## src/rtl/instr_fetch_ctrl.sv

```systemverilog
// -----------------------------------------------------------------------------
// instr_fetch_ctrl
//
// Fetch controller between the program counter and the decode stage. When
// enabled it reads the current pc, fetches one instruction word from
// instruction memory over a req/gnt/rvalid bus, and then holds that word for
// decode behind a valid/ready handshake. The PC is told to advance (pc_load)
// exactly once, in the cycle decode accepts the word.
//
// Parameters
//   XLEN     address/data width
//   TIMEOUT  maximum number of WAIT cycles for rvalid before a timeout fault
//            (must be >= 1)
//
// Ports
//   clk          in   rising-edge clock
//   a_rst        in   asynchronous reset, active-low
//   en           in   run enable, only looked at while idle
//   pc           in   current PC from the program counter
//   pc_load      out  1-cycle pulse: PC advances at this edge
//   imem_req     out  fetch request
//   imem_addr    out  fetch address (pc while imem_req, else 0)
//   imem_gnt     in   request accepted this cycle
//   imem_rvalid  in   read data valid
//   imem_rdata   in   read data
//   instr_valid  out  instr/instr_pc valid to decode
//   instr        out  fetched instruction
//   instr_pc     out  address the instruction was fetched from
//   instr_ready  in   decode accepts instr
//   fetch_fault  out  sticky fault flag (cleared only by reset)
//   fault_cause  out  01 misaligned pc, 10 rvalid timeout, 00 none
// -----------------------------------------------------------------------------
module instr_fetch_ctrl #(
    parameter int XLEN    = 32,
    parameter int TIMEOUT = 16
) (
    input  logic            clk,
    input  logic            a_rst,
    input  logic            en,
    input  logic [XLEN-1:0] pc,
    output logic            pc_load,
    output logic            imem_req,
    output logic [XLEN-1:0] imem_addr,
    input  logic            imem_gnt,
    input  logic            imem_rvalid,
    input  logic [XLEN-1:0] imem_rdata,
    output logic            instr_valid,
    output logic [XLEN-1:0] instr,
    output logic [XLEN-1:0] instr_pc,
    input  logic            instr_ready,
    output logic            fetch_fault,
    output logic [1:0]      fault_cause
);

    localparam int CNT_W = $clog2(TIMEOUT + 1);
    // Last counter value at which a silent WAIT cycle still counts as "in time";
    // a WAIT cycle seen with this value is the TIMEOUT-th one.
    localparam logic [CNT_W-1:0] CNT_LAST = CNT_W'(TIMEOUT - 1);

    localparam logic [2:0] S_IDLE  = 3'd0;
    localparam logic [2:0] S_REQ   = 3'd1;
    localparam logic [2:0] S_WAIT  = 3'd2;
    localparam logic [2:0] S_HOLD  = 3'd3;
    localparam logic [2:0] S_FAULT = 3'd4;

    localparam logic [1:0] CAUSE_MISALIGN = 2'b01;
    localparam logic [1:0] CAUSE_TIMEOUT  = 2'b10;

    logic [2:0]      state;
    logic [2:0]      state_nxt;
    logic [CNT_W-1:0] wait_cnt;
    logic [XLEN-1:0] instr_q;
    logic [XLEN-1:0] instr_pc_q;
    logic [1:0]      cause_q;

    logic misaligned;
    logic timed_out;

    assign misaligned = (pc[1:0] != 2'b00);
    // rvalid in the final allowed cycle takes priority over the timeout.
    assign timed_out  = !imem_rvalid && (wait_cnt == CNT_LAST);

    always_comb begin
        state_nxt = state;
        case (state)
            S_IDLE: begin
                if (en) begin
                    state_nxt = misaligned ? S_FAULT : S_REQ;
                end
            end
            S_REQ: begin
                if (imem_gnt) begin
                    state_nxt = S_WAIT;
                end
            end
            S_WAIT: begin
                if (imem_rvalid) begin
                    state_nxt = S_HOLD;
                end else if (timed_out) begin
                    state_nxt = S_FAULT;
                end
            end
            S_HOLD: begin
                if (instr_ready) begin
                    state_nxt = S_IDLE;
                end
            end
            S_FAULT: state_nxt = S_FAULT;
            default: state_nxt = S_IDLE;
        endcase
    end

    always_ff @(posedge clk or negedge a_rst) begin
        if (!a_rst) begin
            state      <= S_IDLE;
            wait_cnt   <= '0;
            instr_q    <= '0;
            instr_pc_q <= '0;
            cause_q    <= 2'b00;
        end else begin
            state <= state_nxt;
            case (state)
                S_IDLE: begin
                    if (en && misaligned) begin
                        cause_q <= CAUSE_MISALIGN;
                    end
                end
                S_REQ: begin
                    if (imem_gnt) begin
                        instr_pc_q <= pc;
                        wait_cnt   <= '0;
                    end
                end
                S_WAIT: begin
                    if (imem_rvalid) begin
                        instr_q <= imem_rdata;
                    end else if (timed_out) begin
                        cause_q <= CAUSE_TIMEOUT;
                    end else begin
                        wait_cnt <= wait_cnt + 1'b1;
                    end
                end
                default: ;
            endcase
        end
    end

    assign imem_req    = (state == S_REQ);
    assign imem_addr   = imem_req ? pc : '0;
    assign instr_valid = (state == S_HOLD);
    // Combinational so the PC advances on the very edge decode takes the word.
    assign pc_load     = instr_valid && instr_ready;
    assign instr       = instr_q;
    assign instr_pc    = instr_pc_q;
    assign fetch_fault = (state == S_FAULT);
    assign fault_cause = cause_q;

endmodule

```

## config.mk

```make
export PLATFORM = sky130hd
export DESIGN_NAME = instr_fetch_ctrl
export DESIGN_NICKNAME = d
export VERILOG_FILES = /design/src/rtl/instr_fetch_ctrl.sv
export SDC_FILE = /design/constraint.sdc
export NUM_CORES = 1
export LEC_CHECK = 0
export BUFFER_PORTS_ARGS = -buffer_cell sky130_fd_sc_hd__buf_2
export CAP_MARGIN = 20
export CORE_MARGIN = 8
export CORE_UTILIZATION = 41
export CTS_CLUSTER_SIZE = 30
export DETAILED_ROUTE_END_ITERATION = 7
export GPL_TIMING_DRIVEN = 0
export PLACE_DENSITY_LB_ADDON = 0.3
export SYNTH_ARGS = -nofsm -noshare
export SYNTH_HDL_FRONTEND = slang
export SYNTH_SLANG_ARGS = --single-unit
```

## constraint.sdc

```tcl
create_clock -name clk -period 1.8 [get_ports clk]
set_input_delay 0.09 -clock clk [delete_from_list [all_inputs] [get_ports clk]]
set_output_delay 0.09 -clock clk [all_outputs]
set_load 0.005 [all_outputs]
```

==> flow_metrics.py, run 1 <==
metrics = {
    "detailed_routing": {
        "drt-initial-drc-count": 51,
        "drt_wl_total_um": 9860,
        "wl_per_cell_um": 16.9,
        "via_per_inst": 4.69,
        "drc_errors": 0,
        "dr.pass1.iters": 4,
        "antenna_left": 0,
        "vias": 2737,
    },
    "synthesis": {
        "synthCells": 229,
        "yosys-top-cells-area": "dfrtp_1 (56%), mux2_4 (14%), mux2_2 (12%)",
        "synth_largest_area_cell": "dfrtp_1",
        "synth_top_area_share_pct": 55.9,
        "synthDistinctLibCells": 33,
        "syn_avg_cell_area_um2": 14.5,
        "ys_ff_latch": 74,
        "yosysWarningCount": 0,
        "syn_area_mm2": 0.00331,
        "ys_seq_area_share_pct": 55.9,
        "syn_nets": 301,
    },
    "layout": {
        "syn_to_final_growth_pct": 59.1,
        "final_cell_mix": "buf_2 (172), dfrtp_1 (74), dlygate4sd3_1 (57)",
        "final_cells": 584,
        "drive_gt1_share_pct": 58.7,
        "utilization_pct": 67.8,
        "fin_nets": 549,
        "mostFrequentLayoutCell": "buf_2",
        "n_antenna_cell": 0,
    },
    "power": {
        "power_frac_comb_pct": 21.7,
        "pwr-share-clk_pct": 33.4,
        "powerDensity_mw_per_mm2": 902,
        "p_seq_share_pct": 44.9,
        "ir_drop_mv": 0.481,
        "p_leak_nw": 3.02,
        "p_switching_mw": 1.12,
        "sw_frac_of_total_pct": 23.5,
        "power_mw": 4.75,
        "p_int_mw": 3.64,
    },
    "clock_tree": {
        "cts_buffer_depth": 2,
        "insertion_delay_ns": 0.33,
        "clockRootBuffer": "clkbuf_8",
        "cts.sinks": 74,
        "htreeDepth": 3,
        "tritoncts": "yes",
        "path_clk_slew_ns": 0.07,
        "numCtsBuffers": 9,
    },
    "setup_path": {
        "cp_slowest_cell": "dfrtp_1",
        "path_buf_inv": 1,
        "cp.required_ns": 2.02,
        "setup.worst_path.end_class": "flip-flop",
        "path_cells": "ha_2 > and3_4 > ha_4 > buf_4 > nor2_2 > a22oi_2 > mux2_2",
        "crit_type": "reg2reg",
        "arrival_ns": 1.95,
        "crit_fanout": 5,
        "slowest_delay_ns": 0.40,
        "start_kind": "flip-flop",
        "cp_top_family": "flip-flops",
    },
    "grt": {
        "grt_util_all_layers_pct": 17.8,
        "grt_pass1_vias": 3141,
        "grt-ovfl-total": 0,
        "grt_pass1_wl_um": 16200,
        "grt_max_degree": 71,
        "antenna_found_initial": 0,
    },
    "place": {
        "portBuffers": 171,
        "dp_cells": 503,
        "hpwl_um": 6640,
        "gp_congestion": 0.770,
    },
    "die": {
        "start_util_pct": 42.7,
        "core_mm2": 0.00777,
        "die_height_um": 106,
        "ioPinCount": 172,
        "placementRows": 32,
        "die_area_mm2": 0.0112,
        "die_width_um": 106,
    },
    "job": {
        "maxCapViolCount": 0,
    },
    "sta": {
        "fin_tns_setup_ns": 0,
        "tightest_slew_ns": 0.387,
        "hold_violations": 0,
        "fin_crit_ns": 1.73,
        "fmax_mhz": 579,
        "setup_viol": 0,
        "skew_ns": 0.00793,
        "slew_violations": 0,
        "hold_slack_ns": 0.0112,
        "max_slew_margin_pct": 74.0,
        "period_share_pct": 96.0,
    },
    "hold_path": {
        "hold_class": "in2reg",
    },
    "run_status": {
        "outcome": "finished, final reports clean",
    },
}
==> cells by family after synthesis <==
logic type,after synthesis,share of synthesized area (%)
flops,74,55.9
mux,67,26.1
simple gates,55,10.9
buf+inv,18,3.25
compound gates,12,2.83
fa+ha+maj,2,0.755
xor+xnor,1,0.264
==> layout make-up <==
class	count	area, um2
Fill cell	576	2500
Sequential cell	74	1850
Timing Repair Buffer	237	1520
Multi-Input combinational cell	137	1390
Clock buffer	12	155
Tap cell	102	128
Buffer	13	111
Clock inverter	4	97.6
Inverter	5	18.8
==> power groups by stage <==
| stage | sequential (mW) | combinational (mW) | clock [mW] |
|---|---|---|---|
| 6_report | 2.13 | 1.03 | 1.59 |
| 3_3_place_gp | 2.14 | 0.906 | 0 |
| 4_1_cts | 2.13 | 1.04 | 1.63 |
| 3_5_place_dp | 2.16 | 0.928 | 0 |
| 5_1_grt | 2.18 | 1.12 | 1.70 |
| 2_1_floorplan | 2.19 | 0.372 | 0 |
==> cells in the mapped netlist, drive strengths merged <==
cell,n
nand3,2
nor3,3
a221oi,1
a22o,4
o21ai,2
a211o,1
xnor2,1
and3,2
buf,9
nor4,2
mux2,66
inv,5
o2bb2ai,1
nor2,2
a31oi,1
nor2b,3
nor4bb,1
or4b,2
a2bb2oi,1
nor3b,2
and2,34
a22oi,1
dfrtp,74
ha,2
nand2,2
mux2i,1
clkbuf,4
==> worst reg2reg max path: cells and delay by family (launching register included) <==
family	cells	cell delay, ns
AO/OA/AOI/OAI	1	0.12
buffers and inverters	1	0.13
adder cells (fa/ha/maj)	2	0.35
flip-flops	1	0.40
AND/OR/NAND/NOR	2	0.32
multiplexers	1	0.29
==> sequential cells by signal, indices dropped and copies added (netlist names) <==
signal / cells
instr: 32
instr_pc: 32
wait_cnt: 5
state: 3
fault_cause: 2
==> final timing paths <==
path / slack [ns] / end / from / cells past startpoint
max in group asynchronous: 1.16 / instr[26] / a_rst / 3
min in group asynchronous: 0.11 / instr[17] / a_rst / 2
worst max-delay path: 0.07 / wait_cnt[0] / wait_cnt[1] / 7
worst max register to register: 0.07 / wait_cnt[0] / wait_cnt[1] / 7
worst min register to register: 0.50 / fault_cause[0] / fault_cause[0] / 1
worst min-delay path: 0.01 / instr_pc[5] / pc[5] / 2
==> per-stage QoR <==
stage          instance area (um2)  setup WS (ns)
6_report                      5270         0.0728
2_1_floorplan                 3320         0.0138
4_1_cts                       5240        0.00662
5_1_grt                       5270       -0.00101
3_5_place_dp                  4330        -0.0840
3_3_place_gp                  4300        -0.0388
==> timing repair <==
item,CTS,global route
endpoints found under the setup margin,61,57
setup buffers,8,0
hold endpoints to repair,130,0
gates resized for setup,9,13
hold buffers,57,0
gates cloned,0,0
pin swaps,4,1
==> routing by layer <==
metal | vias up | track usage, % | wire [um]
met5 | - | 0 | 0
met4 | 0 | 7.14 | 218
met3 | 17 | 4.29 | 595
met2 | 92 | 32.1 | 5230
met1 | 1332 | 19.8 | 3810
li1 | 1296 | - | -
(Power assumes the default switching activity.)
==> run 2: changes to the inputs <==
Settings changed: CORE_UTILIZATION 41 to 49.
Clock period 1.8 ns to 2.2 ns, I/O delays scaled along.
==> run 2 against run 1 <==
  * First-iteration DRC count is 3.9% lower
  * Non-clock buffer count is 42 lower
  * Critical path depth is 2 lower
  * Clock power is 28% lower
  * Sequential power is 18% lower
  * Combinational power is 24% lower
  * Global-route usage is 0.53 points higher
  * Via count is 6.5% lower
  * Largest power group unchanged
  * Count of clock-buffer cells in the layout is 2 lower
  * Wire length is 9.0% lower
  * Die area is 14% lower
  * Cell count is 11% lower
==> flow_metrics.py, run 2 (same netlist as run 1, synthesis figures left out) <==
metrics = {
    "job": {
        "maxCapViolCount": 0,
    },
    "grt": {
        "grt_pass1_wl_um": 14300,
        "antenna_found_initial": 0,
        "grt_max_degree": 75,
        "grt_util_all_layers_pct": 18.4,
        "grt_pass1_vias": 2800,
        "grt-ovfl-total": 0,
    },
    "layout": {
        "mostFrequentLayoutCell": "buf_2",
        "fin_area_mm2": 0.00473,
        "syn_to_final_growth_pct": 42.8,
        "num-fill-cells": 482,
        "fin_nets": 507,
        "final_cell_mix": "buf_2 (172), dfrtp_1 (74), mux2_2 (36)",
        "drive_gt1_share_pct": 60.5,
        "n_antenna_cell": 0,
        "utilization_pct": 70.8,
    },
    "power": {
        "p_int_mw": 2.75,
        "p_switching_mw": 0.928,
        "pwr-share-clk_pct": 31.4,
        "ir_drop_mv": 0.461,
        "powerDensity_mw_per_mm2": 777,
        "p_seq_share_pct": 47.5,
        "power_frac_comb_pct": 21.2,
        "sw_frac_of_total_pct": 25.2,
        "p_leak_nw": 2.80,
    },
    "clock_tree": {
        "path_clk_slew_ns": 0.08,
        "numCtsBuffers": 9,
        "htreeDepth": 3,
        "cts.sinks": 74,
        "cts_buffer_depth": 2,
        "clockRootBuffer": "clkbuf_8",
        "tritoncts": "yes",
        "insertion_delay_ns": 0.34,
    },
    "detailed_routing": {
        "vias": 2560,
        "via_per_inst": 4.92,
        "drt-initial-drc-count": 49,
        "drt_wl_total_um": 8970,
        "drc_errors": 0,
        "wl_per_cell_um": 17.2,
        "antenna_left": 0,
        "dr.pass1.iters": 7,
    },
    "die": {
        "die_area_mm2": 0.00965,
        "die_width_um": 98.2,
        "placementRows": 30,
        "die_height_um": 98.2,
        "start_util_pct": 49.6,
        "core_mm2": 0.00668,
        "ioPinCount": 172,
    },
    "sta": {
        "max_slew_margin_pct": 39.2,
        "skew_ns": 0.00824,
        "fin_tns_setup_ns": 0,
        "setup_viol": 0,
        "tightest_slew_ns": 0.912,
        "hold_violations": 0,
        "period_share_pct": 91.8,
        "fmax_mhz": 495,
        "fin_crit_ns": 2.02,
        "hold_slack_ns": 0.0130,
        "rsz0062_at_grt": "no",
        "slew_violations": 0,
    },
    "setup_path": {
        "start_kind": "flip-flop",
        "cp.required_ns": 2.09,
        "arrival_ns": 1.91,
        "crit_type": "reg2out",
        "crit_fanout": 10,
        "setup.worst_path.end_class": "output pin",
    },
    "place": {
        "portBuffers": 171,
        "gp_congestion": 0.783,
        "dpl-instance-area_mm2": 0.00427,
        "hpwl_um": 6510,
    },
    "run_status": {
        "outcome": "finished, final reports clean",
    },
    "hold_path": {
        "hold_class": "in2reg",
    },
}
-- run 2: what timing repair did --
action,in CTS,in global routing
hold buffers,23,1
endpoints found under the hold margin,96,1
buffers inserted,0,0
gates resized for setup,0,2
setup endpoints to repair,0,1
-- run 2: through the flow --
| stage | power [mW] | instances | setup WS [ns] |
|---|---|---|---|
| after floorplan | 2.09 | 229 | 0.389 |
| after global placement | 2.49 | 480 | 0.337 |
| after detailed placement | 2.52 | 480 | 0.265 |
| after CTS | 3.71 | 519 | 0.0827 |
| after global routing | 3.86 | 520 | 0.0637 |
| final | 3.68 | 520 | 0.180 |
-- run 2: area by class of cell --
| class | count | area (um2) | share of cell area, % |
|---|---|---|---|
| Buffer | 13 | 90.1 | 1.90 |
| Inverter | 5 | 18.8 | 0.397 |
| Sequential cell | 74 | 1850 | 39.1 |
| Tap cell | 80 | 100 | 2.12 |
| Timing Repair Buffer | 195 | 1100 | 23.2 |
| Clock inverter | 6 | 90.1 | 1.90 |
| Multi-Input combinational cell | 137 | 1350 | 28.6 |
| Clock buffer | 10 | 128 | 2.70 |
-- run 2: power groups by stage --
stage | Clock [mW] | Combinational (mW) | Sequential, mW
5_1_grt | 1.23 | 0.848 | 1.78
4_1_cts | 1.18 | 0.789 | 1.74
2_1_floorplan | 0 | 0.304 | 1.79
3_3_place_gp | 0 | 0.733 | 1.75
6_report | 1.15 | 0.778 | 1.75
3_5_place_dp | 0 | 0.755 | 1.77
-- run 2: final timing paths --
kind	slack, ns	cells past startpoint	from	end
worst max-delay path	0.18	5	state[2]	imem_addr[19]
worst max register to register	0.24	6	wait_cnt[0]	wait_cnt[2]
worst min register to register	0.50	1	instr_pc[22]	instr_pc[22]
max in group asynchronous	1.12	2	a_rst	state[2]
min in group asynchronous	0.49	2	a_rst	instr[24]
worst min-delay path	0.01	2	pc[9]	instr_pc[9]
-- run 2: worst max-delay path, cell delays in order (launching register included) --
cell and delay, ns:
dfrtp_1 0.37, buf_4 0.17, nor3b_4 0.40, clkbuf_1 0.35, and2_1 0.19, buf_2 0.11
-- run 2: routing by layer --
layer / wire, um / global-route usage (%) / vias up
li1: - / - / 1211
met2: 4420 / 32.1 / 113
met3: 705 / 6.26 / 8
met5: 0 / 0 / -
met4: 84 / 4.96 / 0
met1: 3750 / 20.8 / 1228
==> run 3: changes to the inputs <==
Settings changed: CELL_PAD_IN_SITES_DETAIL_PLACEMENT from default to 1, CELL_PAD_IN_SITES_GLOBAL_PLACEMENT from default to 1, CORE_UTILIZATION 49 to 37.
==> run 3 against run 2 <==
  * Cell count up 11%
  * Global-route usage fell by 0.39 points
  * Largest power group unchanged
  * Sequential share of layout area decreased by 3.1 points
  * Clock power up 17%
  * Largest cell class unchanged
  * Die area rose by 27%
  * Maximum frequency grew 2.6%
==> flow_metrics.py, run 3 (same netlist as run 1, synthesis figures left out) <==
metrics = {
    "sta": {
        "fin_tns_setup_ns": 0,
        "setup_viol": 0,
        "period_share_pct": 89.5,
        "slew_violations": 0,
        "skew_ns": 0.00928,
        "tightest_slew_ns": 0.432,
        "rsz0062_at_grt": "no",
        "max_slew_margin_pct": 71.2,
        "fin_crit_ns": 1.97,
        "fmax_mhz": 508,
        "hold_violations": 0,
    },
    "layout": {
        "syn_to_final_growth_pct": 54.9,
        "drive_gt1_share_pct": 57.4,
        "mostFrequentLayoutCell": "buf_2",
        "final_cell_mix": "buf_2 (172), dfrtp_1 (74), dlygate4sd3_1 (51)",
        "fin_area_mm2": 0.00513,
        "final_cells": 579,
        "fin_nets": 539,
    },
    "grt": {
        "grt.busiest_layer": "met2",
        "antenna_found_initial": 1,
        "grt-ovfl-total": 0,
        "grt_util_all_layers_pct": 18.0,
        "grt_pass1_wl_um": 17600,
        "grtUsageMet1_pct": 19.0,
        "grtUsageMet3_pct": 5.41,
        "grt_pass1_vias": 3197,
        "grt_util_met2_pct": 32.2,
        "grt_max_degree": 72,
    },
    "setup_path": {
        "start_kind": "flip-flop",
        "r2r-end": "wait_cnt[2]",
        "r2r_start": "wait_cnt[1]",
        "crit_fanout": 10,
        "r2r_setup_slack_ns": 0.26,
        "setup.worst_path.end_class": "output pin",
        "reg2regPathDepth": 6,
        "cp.required_ns": 2.09,
        "arrival_ns": 1.86,
        "crit_type": "reg2out",
    },
    "die": {
        "start_util_pct": 38.0,
        "core_mm2": 0.00872,
        "die_height_um": 111,
        "ioPinCount": 172,
        "die_area_mm2": 0.0122,
        "die_width_um": 111,
        "placementRows": 34,
    },
    "detailed_routing": {
        "drc_errors": 0,
        "vias": 2777,
        "drt-initial-drc-count": 69,
        "via_per_inst": 4.80,
        "wl_per_cell_um": 19.4,
        "antenna_left": 0,
        "dr.pass1.iters": 4,
        "drt_wl_total_um": 11300,
    },
    "place": {
        "dp_cells": 509,
        "gp_congestion": 0.761,
        "hpwl_um": 7750,
        "portBuffers": 171,
        "dpl-instance-area_mm2": 0.00433,
    },
    "power": {
        "power_mw": 3.95,
        "powerDensity_mw_per_mm2": 769,
        "ir_drop_mv": 0.334,
        "p_leak_nw": 2.97,
    },
    "clock_tree": {
        "cts_buffer_depth": 2,
        "clockRootBuffer": "clkbuf_8",
        "cts.sinks": 74,
        "tritoncts": "yes",
        "htreeDepth": 3,
        "numCtsBuffers": 9,
        "path_clk_slew_ns": 0.07,
        "insertion_delay_ns": 0.34,
    },
    "hold_path": {
        "hold_path_depth": 2,
        "holdCritStartpoint": "imem_rdata[20]",
        "hold_class": "in2reg",
        "worstHoldEndpoint": "instr[20]",
    },
    "run_status": {
        "outcome": "finished, final reports clean",
    },
    "job": {
        "maxCapViolCount": 0,
    },
}
==> run 3: critical path, cell delays in order, from the launching register on <==
cell and delay, ns:
dfrtp_1 0.36, buf_4 0.17, nor3b_4 0.18, buf_4 0.18, clkbuf_1 0.30, and2_1 0.20, buf_2 0.13
==> run 3: final cells by class <==
type	instances	area (um2)
Antenna cell	1	2.50
Inverter	5	18.8
Fill cell	932	3590
Multi-Input combinational cell	137	1350
Tap cell	108	135
Timing Repair Buffer	227	1430
Sequential cell	74	1850
Clock buffer	9	124
Buffer	13	90.1
Clock inverter	5	129
==> run 3: repair_timing <==
item | in CTS | in global routing
hold buffers | 47 | 4
setup endpoints to repair | 9 | 29
pin swaps | 0 | 1
gates resized for setup | 1 | 0
buffers inserted | 0 | 4
hold endpoints to repair | 120 | 4
==> run 3: how the worst max path moves through the flow <==
stage	from	endpoint	slack (ns)	cells past startpoint
floorplan	wait_cnt[0]	wait_cnt[2]	0.39	6
global placement	wait_cnt[0]	wait_cnt[2]	0.30	6
detailed placement	wait_cnt[0]	wait_cnt[2]	0.29	6
CTS	state[2]	imem_addr[13]	0.08	5
global route	state[2]	imem_addr[13]	0.09	6
finish	state[2]	imem_addr[13]	0.23	6
==> run 3: per-stage QoR <==
| stage | hold WS [ns] | utilization (%) | worst slack, ns |
|---|---|---|---|
| floorplan | -0.186 | - | 0.389 |
| global placement | 0.343 | 49.4 | 0.299 |
| detailed placement | -0.0762 | 49.7 | 0.294 |
| CTS | 0.000351 | 58.0 | 0.0850 |
| global route | -0.00179 | 58.8 | 0.0920 |
| finish | 0.0212 | 58.8 | 0.231 |
==> run 3: report_power, final <==
part | switching [mW] | leakage [nW] | internal (mW)
Combinational | 0.320 | 1.83 | 0.531
Clock | 0.489 | 0.125 | 0.858
Sequential | 0.135 | 1.01 | 1.61
==> run 3: layer usage <==
metal | vias to the layer above | wire, um
met2 | 105 | 6100
met4 | 0 | 260
met1 | 1380 | 4310
met5 | - | 0
met3 | 21 | 594
li1 | 1271 | -
